`config.mk`:
```
export PLATFORM = sky130hd
export DESIGN_NAME = gate_exerciser
export DESIGN_NICKNAME = d
export VERILOG_FILES = /design/src/rtl/gate_ex_pkg.sv /design/src/rtl/gate_ex_golden.sv /design/src/rtl/gate_exerciser.sv
export SDC_FILE = /design/constraint.sdc
export NUM_CORES = 1
export LEC_CHECK = 0
export BUFFER_PORTS_ARGS = -buffer_cell sky130_fd_sc_hd__buf_2
export CAP_MARGIN = 40
export CELL_PAD_IN_SITES_DETAIL_PLACEMENT = 0
export CELL_PAD_IN_SITES_GLOBAL_PLACEMENT = 1
export CORE_MARGIN = 1.5
export CORE_UTILIZATION = 38
export DETAILED_ROUTE_END_ITERATION = 10
export PLACE_DENSITY_LB_ADDON = 0.25
export REMOVE_ABC_BUFFERS = 1
export SYNTH_ARGS = -nofsm -noshare
export SYNTH_HDL_FRONTEND = slang
export SYNTH_SLANG_ARGS = --single-unit
```
`constraint.sdc`:
```
create_clock -name clk -period 3.1 [get_ports clk]
set_input_delay 0.465 -clock clk [delete_from_list [all_inputs] [get_ports clk]]
set_output_delay 0.465 -clock clk [all_outputs]
set_load 0.005 [all_outputs]
```
`src/rtl/gate_ex_pkg.sv`:
```
// Shared types for the gate exerciser: FSM states, vector count, gate output bundle.
// No logic, no latency; types only.
package gate_ex_pkg;

    typedef enum logic [1:0] {
        IDLE,
        SETTLE,
        CHECK,
        DONE
    } state_t;

    localparam int NUM_VECTORS = 32;
    localparam int VEC_W       = $clog2(NUM_VECTORS);

    typedef struct packed {
        logic       y_not;
        logic [1:0] y_and;
        logic [1:0] y_or;
        logic [1:0] y_nand;
        logic [1:0] y_nor;
        logic [1:0] y_xor;
        logic [1:0] y_xnor;
    } gate_out_t;

endpackage

```
`src/rtl/gate_ex_golden.sv`:
```
// Golden model of the 2-bit gate set; expected outputs for one stimulus vector.
// Purely combinational, zero latency, no flow control.
module gate_ex_golden
    import gate_ex_pkg::*;
(
    input  logic [1:0] a,
    input  logic [1:0] b,
    input  logic       in,
    output gate_out_t  y
);

    always_comb begin
        y        = '0;
        y.y_not  = ~in;
        y.y_and  = a & b;
        y.y_or   = a | b;
        y.y_nand = ~(a & b);
        y.y_nor  = ~(a | b);
        y.y_xor  = a ^ b;
        y.y_xnor = ~(a ^ b);
    end

endmodule

```
`src/rtl/gate_exerciser.sv`:
```
// Sweeps all 32 gate input vectors, settles, compares against the golden model, reports verdict.
// Run length 32*(SETTLE_CYCLES+1) cycles; start is ignored while busy, accepted in IDLE/DONE.
// Define GATE_EX_STOP_ON_FAIL_EN to end the run at the first failing vector.
module gate_exerciser
    import gate_ex_pkg::*;
#(
    parameter int SETTLE_CYCLES = 2,
    parameter int ERR_W         = 6
) (
    input  logic             clk,
    input  logic             rst,
    input  logic             start,
    output logic             busy,
    output logic             done,
    output logic             pass,
    output logic [1:0]       a_o,
    output logic [1:0]       b_o,
    output logic             in_o,
    input  logic             y_not,
    input  logic [1:0]       y_and,
    input  logic [1:0]       y_or,
    input  logic [1:0]       y_nand,
    input  logic [1:0]       y_nor,
    input  logic [1:0]       y_xor,
    input  logic [1:0]       y_xnor,
    output logic [ERR_W-1:0] err_count,
    output logic [4:0]       first_fail_vec,
    output logic             first_fail_valid
);

    localparam int                CNT_W       = (SETTLE_CYCLES > 1) ? $clog2(SETTLE_CYCLES) : 1;
    localparam logic [CNT_W-1:0]  SETTLE_LAST = CNT_W'(SETTLE_CYCLES - 1);
    localparam logic [VEC_W-1:0]  LAST_VEC    = VEC_W'(NUM_VECTORS - 1);
    localparam logic [ERR_W-1:0]  ERR_MAX     = '1;

    state_t           state;
    logic [VEC_W-1:0] vec;
    logic [CNT_W-1:0] settle_cnt;
    gate_out_t        expected;
    gate_out_t        observed;
    logic             mismatch;
    logic             stop_on_fail;
    logic [ERR_W-1:0] err_inc;

    assign a_o  = vec[4:3];
    assign b_o  = vec[2:1];
    assign in_o = vec[0];

    gate_ex_golden u_golden (
        .a  (a_o),
        .b  (b_o),
        .in (in_o),
        .y  (expected)
    );

    assign observed = {y_not, y_and, y_or, y_nand, y_nor, y_xor, y_xnor};
    assign mismatch = (observed != expected);
    assign err_inc  = (err_count == ERR_MAX) ? err_count : err_count + 1'b1;

`ifdef GATE_EX_STOP_ON_FAIL_EN
    assign stop_on_fail = 1'b1;
`else
    assign stop_on_fail = 1'b0;
`endif

    always_ff @(posedge clk) begin
        if (rst) begin
            state            <= IDLE;
            vec              <= '0;
            settle_cnt       <= '0;
            busy             <= 1'b0;
            done             <= 1'b0;
            pass             <= 1'b0;
            err_count        <= '0;
            first_fail_vec   <= '0;
            first_fail_valid <= 1'b0;
        end else begin
            case (state)
                IDLE, DONE: begin
                    if (start) begin
                        state            <= SETTLE;
                        vec              <= '0;
                        settle_cnt       <= '0;
                        busy             <= 1'b1;
                        done             <= 1'b0;
                        pass             <= 1'b0;
                        err_count        <= '0;
                        first_fail_vec   <= '0;
                        first_fail_valid <= 1'b0;
                    end
                end
                SETTLE: begin
                    if (settle_cnt == SETTLE_LAST) begin
                        state      <= CHECK;
                        settle_cnt <= '0;
                    end else begin
                        settle_cnt <= settle_cnt + 1'b1;
                    end
                end
                CHECK: begin
                    if (mismatch) begin
                        err_count <= err_inc;
                        if (!first_fail_valid) begin
                            first_fail_vec   <= vec;
                            first_fail_valid <= 1'b1;
                        end
                    end
                    // The verdict must include this cycle's compare, hence err_count==0 plus !mismatch.
                    if (vec == LAST_VEC || (mismatch && stop_on_fail)) begin
                        state <= DONE;
                        busy  <= 1'b0;
                        done  <= 1'b1;
                        pass  <= !mismatch && (err_count == '0);
                    end else begin
                        vec   <= vec + 1'b1;
                        state <= SETTLE;
                    end
                end
                default: state <= IDLE;
            endcase
        end
    end

endmodule

```
==> reports/qor.txt, run 1 <==
RSZ-0062 raised after global routing = no
Number of max-cap violations = 0
Delay of the slowest critical-path stage = 440 ps
Synth top area share = 0.331
Largest net degree at the start of global routing = 27
Distinct cells, synth = 41
Vias per inst = 5.40
Seq/Total Area, Yosys = 0.331
First-pass GRT wire length = 5710 um
DR WL/cell = 13.8 um
Share of flip-flops with an asynchronous set or reset = 0
Finished Cell Area = 1630 um2
Layout cells sized above 1 = 0.234
DIE WIDTH = 63.5 um
Fin cells = 243
Final hold violations = 0
Worst setup EP type = flip-flop
Dpl hpwl = 2460 um
Initial antenna violation count = 0
Mapped Area = 1390 um2
Overflow after GRT = 0
Final worst-path cycle share = 0.772
# setup viols final = 0
# DRC = 0
Max IR drop VDD = 0.000162 V
Cell area after placement = 1610 um2
Clock sink count = 23
Post-synth EDFFs = 0
Vias = 1313
Initial Util = 0.408
CTS tree = built
Core area = 3420 um2
Area Growth Syn to Fin = 17.3%
Min-delay src = done$_SDFFE_PP0P_
# H-tree levels = 1
Final wirelength = 3350 um
Final GP Congestion = 0.858
Crit path time final = 2390 ps
Reg2reg start = vec[1]$_SDFFE_PP0P_
Post-CTS Hold Fix Bufs = 0
Avg Inst Size Synth = 8.54 um2
Post-CTS sizing = 0
Clk_lat worst skew = 310 ps
Placed cells = 239
F_max = 418 MHz
CP Cell Sequence = inv_1 > ha_1 > or3b_1 > a222oi_1 > a31oi_1 > buf_4 > a41oi_1 > a211oi_2
Crit-path max FO = 17
Post-CTS Setup Bufs = 0
Total CTS buffers = 3
Static leakage power = 0.697 nW
Ys flop type = dfxtp_1
Setup crit start kind = flip-flop
Power Dens Cells = 342 nW/um2
Synth Instances = 163
Final Slew Violations = 0
Synth cell count leaders = dfxtp_1 (23), nor2_1 (14), nand2_1 (12), ha_1 (11), nand2b_1 (11)
Setup tns final = 0 ps
Std cell rows = 21
Clk slew on worst S/H paths = 130 ps
Clock Skew = 3.36 ps
Io pins = 36
# diodes = 0
Synth area leader = dfxtp_1
CP top delay family = compound AO/OA/AOI/OAI gates
Launch point of the critical path = vec[1]$_SDFFE_PP0P_
DRT antenna net count = 0
Slew @ Worst Pin = 503 ps
Total power = 0.559 mW
Worst Path Required = 3300 ps
Flops & latches, synth = 23
Die Span Y = 63.5 um
Yosys warnings = 0
Crit path DAT = 2590 ps
Min-delay worst type = reg -> reg
Status = finished, final reports clean
CTS Buffer Depth = 2
Critical path class = reg -> reg
Slowest cell on crit path = dfxtp_1
Most common cell in the netlist = dfxtp_1
Largest cells by area after synthesis = dfxtp_1 (33%), ha_1 (9.9%), nand2b_1 (4.9%), nor2_1 (3.8%), a21oi_1 (3.2%)
Rel. slew slack = 0.664
IO Port Bufs = 35
CP Buf/Inv Count = 2
Nets = 225
Clock Root Buffer = clkbuf_4
Overall Global Routing Usage = 0.177
Core Util, Final = 0.478
Vias in the first global route = 1257
DRT iter0 DRCs = 73
DIE AREA = 4040 um2
Router iterations before antenna repair = 4
[where the power goes]
group	total (mW)	leakage, nW	internal (mW)	switching, mW
Sequential	0.310	0.186	0.304	0.00629
Combinational	0.105	0.495	0.0444	0.0606
Clock	0.144	0.0150	0.0503	0.0932
[worst register-to-register path, delay by kind of cell (launching register included)]
family                     cells  cell delay [ps]
AOI/OAI and AO/OA              4              870
adders and majority gates      1              290
buffers and inverters          2              300
DFF                            1              440
and+or+nand+nor                1              370
[routing by layer]
layer  wire length [um]  global-route usage  vias up
met4                 36              0.0571        0
li1                   -                   -      658
met1               1560               0.231      619
met5                  0                   0        -
met3                146              0.0286        4
met2               1600               0.296       32
[sequential cells by signal, indices dropped and copies added (netlist names)]
register	cells
err_count	6
vec	5
state	2
busy	1
pass	1
first_fail_valid	1
settle_cnt	1
first_fail_vec	5
done	1
[worst paths after layout]
kind,end,slack [ps],cells after the start
worst max-delay path,err_count[4]$_SDFFE_PP0P_,710,8
worst min-delay path,done$_SDFFE_PP0P_,450,2
worst max register to register,err_count[4]$_SDFFE_PP0P_,710,8
worst min register to register,done$_SDFFE_PP0P_,450,2
[layout make-up]
cell class	count	area, um2
Fill cell	347	1780
Multi-Input combinational cell	124	865
Sequential cell	23	460
Timing Repair Buffer	37	190
Tap cell	46	57.6
Inverter	9	33.8
Clock buffer	4	26.3
[kinds of logic after synthesis]
logic type / after synthesis / share of synthesized area
buffers and inverters: 16 / 0.0485
AOI/OAI and AO/OA: 36 / 0.196
DFF: 23 / 0.331
adders and majority gates: 11 / 0.0988
xor gates and xnor gates: 3 / 0.0189
muxes: 3 / 0.0216
and+or+nand+nor: 71 / 0.286
[metrics by stage]
step                hold slack, ps  setup slack, ps
floorplan                      442              563
global placement               432              787
detailed placement             435              725
CTS                            454              700
global route                   506              507
finish                         452              707
[layout by cell type (no fill, tap or decap), drive strengths merged, types with 5 or more instances in the layout]
cell / count
inv: 9
buf: 37
nand3: 7
a21oi: 9
nor2: 14
nand2: 12
nand3b: 5
or3b: 5
dfxtp: 23
ha: 11
nand2b: 11
Note: power is estimated with default switching activity, not from simulation.
==> run 2, diff against run 1 <==
--- a/config.mk
+++ b/config.mk
@@ -10,7 +10,7 @@
 export CELL_PAD_IN_SITES_DETAIL_PLACEMENT = 0
 export CELL_PAD_IN_SITES_GLOBAL_PLACEMENT = 1
 export CORE_MARGIN = 1.5
-export CORE_UTILIZATION = 38
+export CORE_UTILIZATION = 34
 export DETAILED_ROUTE_END_ITERATION = 10
 export PLACE_DENSITY_LB_ADDON = 0.25
 export REMOVE_ABC_BUFFERS = 1
==> constraint.sdc (replaced) <==
create_clock -name clk -period 2.2 [get_ports clk]
set_input_delay 0.33 -clock clk [delete_from_list [all_inputs] [get_ports clk]]
set_output_delay 0.33 -clock clk [all_outputs]
set_load 0.005 [all_outputs]
==> run 2 against run 1 <==
Compared with the run above:
- non-clock buffer count grew 14
- die area grew 11%
- wire length grew 8.5%
- hold slack lost 6.5 ps
- fmax grew 10%
- critical endpoint is now err_count[5]$_SDFFE_PP0P_
- combinational power grew 56%
- count of clock-buffer cells in the layout is the same
- clock power grew 85%
- sequential power grew 41%
- sequential share of layout area shrank 2.5 points
==> reports/qor.txt, run 2 (synthesis results as in run 1) <==
Router iterations before antenna repair = 4 (unchanged)
Worst setup EP type = flip-flop
F_max = 462 MHz (+10%)
Io pins = 36 (unchanged)
Layout cells sized above 1 = 0.336 (+0.103)
Leading cell type in the layout, fill and taps excluded = buf_2
Nets = 239 (+6.2%)
Std cell rows = 23 (+9.5%)
Worst hold slack = 445 ps (-6.52 ps)
Crit-path max FO = 8 (-9)
Final wirelength = 3630 um (+8.5%)
Overall Global Routing Usage = 0.170 (-0.00718)
Min-delay src = done$_SDFFE_PP0P_
Worst Path Required = 2340 ps (-960 ps)
Dpl hpwl = 2630 um (+7.0%)
Total CTS buffers = 3 (unchanged)
Crit path time final = 2170 ps (-226 ps)
Pre-CTS setup slack = -80.1 ps (-805 ps)
CP top delay family = compound AO/OA/AOI/OAI gates
Number of max-cap violations = 0 (unchanged)
Delay of the slowest critical-path stage = 420 ps (-20 ps)
Status = finished, final reports clean
Rel. slew slack = 0.653 (-0.0119)
Commonest cells after routing, fill and taps aside = buf_2 (35), dfxtp_1 (19), buf_4 (15), nor2_1 (14), nand2_1 (12)
Final Slew Violations = 0 (unchanged)
CTS tree = built
Setup tns final = 0 ps (unchanged)
Vias per inst = 5.22 (-3.4%)
# fillers = 405 (+17%)
Vias in the first global route = 1317 (+4.8%)
Clock Skew = 3.96 ps (+0.602 ps)
Reg2reg start = vec[3]$_SDFFE_PP0P_
CP Cell Sequence = inv_2 > ha_4 > or3b_1 > a222oi_1 > a31oi_1 > buf_4 > a41oi_2 > a211oi_2
Max reg flops = 6 (unchanged)
Total power = 0.866 mW (+55%)
# DRC = 0 (unchanged)
IO Port Bufs = 35 (unchanged)
Clock sink count = 23 (unchanged)
Cell area after placement = 1690 um2 (+5.5%)
Vias = 1362 (+3.7%)
Initial Util = 0.351 (-0.0570)
Initial antenna violation count = 0 (unchanged)
CTS Buffer Depth = 2 (unchanged)
Core Util, Final = 0.456 (-0.0224)
Biggest register = err_count
Largest registers = err_count: 6 flops, first_fail_vec: 5 flops, vec: 5 flops
Worst reg-to-reg path cell count = 8 (unchanged)
Hold path depth = 2 (unchanged)
Clock Root Buffer = clkbuf_8
Final hold violations = 0 (unchanged)
Fin cells = 261 (+7.4%)
DR WL/cell = 13.9 um (+1.0%)
Setup crit start kind = flip-flop
Final worst-path cycle share = 0.985 (+0.213)
Finished Cell Area = 1810 um2 (+11%)
Slew @ Worst Pin = 521 ps (+17.8 ps)
Critical path class = reg -> reg
Worst setup margin = 33.2 ps (-674 ps)
Die Span Y = 67 um (+5.5%)
Max IR drop VDD = 0.000247 V (+52%)
Largest net degree at the start of global routing = 27 (unchanged)
RSZ-0062 raised after global routing = yes
Launch point of the critical path = vec[3]$_SDFFE_PP0P_
Multi-input gate area = 903 um2 (+4.5%)
Min-delay worst type = reg -> reg
Post-CTS Hold Fix Bufs = 0 (unchanged)
Area Growth Syn to Fin = 29.9%
First-pass GRT wire length = 5870 um (+2.8%)
DIE WIDTH = 67 um (+5.5%)
Final GP Congestion = 0.754 (-12%)
Placed cells = 254 (+6.3%)
Critical Path Stages = 8 (unchanged)
Slowest cell on crit path = a222oi_1
DRT iter0 DRCs = 32 (-56%)
Overflow after GRT = 0 (unchanged)
Crit path DAT = 2300 ps (-290 ps)
Power Dens Cells = 479 nW/um2 (+40%)
# H-tree levels = 1 (unchanged)
DIE AREA = 4490 um2 (+11%)
Clk_lat worst skew = 260 ps (-50 ps)
Clk slew on worst S/H paths = 80 ps (-50 ps)
Static leakage power = 0.779 nW (+12%)
# diodes = 0 (unchanged)
Core area = 3970 um2 (+16%)
# setup viols final = 0 (unchanged)
CP Buf/Inv Count = 2 (unchanged)
DRT antenna net count = 0 (unchanged)
Reg area = 465 um2 (+1.1%)
==> run 2: tightest hold or removal path: cells and delay by family (launching register included) <==
family / cells / cell delay [ps]
AOI/OAI and AO/OA: 1 / 50
buffers and inverters: 1 / 50
DFF: 1 / 310
==> run 2: area by class of cell <==
type                            count  area share
Inverter                            9      0.0187
Tap cell                           50      0.0346
Clock buffer                        4      0.0249
Timing Repair Buffer               51       0.165
Multi-Input combinational cell    124       0.499
Sequential cell                    23       0.257
==> run 2: timing repair <==
action                     CTS  global route
pin swaps                    5            14
buffers inserted             0             2
setup endpoints to repair   10            13
gates resized for setup      7             8
gates cloned                 1             0
==> run 2: final timing paths <==
path	endpoint	slack, ps
max	err_count[5]$_SDFFE_PP0P_	30
min	done$_SDFFE_PP0P_	450
max reg2reg	err_count[5]$_SDFFE_PP0P_	30
min reg2reg	done$_SDFFE_PP0P_	450
==> run 2: power by group <==
part	leakage [nW]	switching (mW)	total, mW	internal, mW
clock network	0.0228	0.137	0.266	0.129
logic	0.568	0.0889	0.164	0.0753
registers	0.188	0.00872	0.436	0.427
total	0.779	0.234	0.866	0.632
==> run 2: layer usage <==
metal / global-route usage / vias up / routed length (um)
met2: 0.287 / 29 / 1810
li1: - / 687 / -
met5: 0 / - / 0
met3: 0.0270 / 2 / 183
met1: 0.221 / 644 / 1630
met4: 0.0459 / 0 / 17
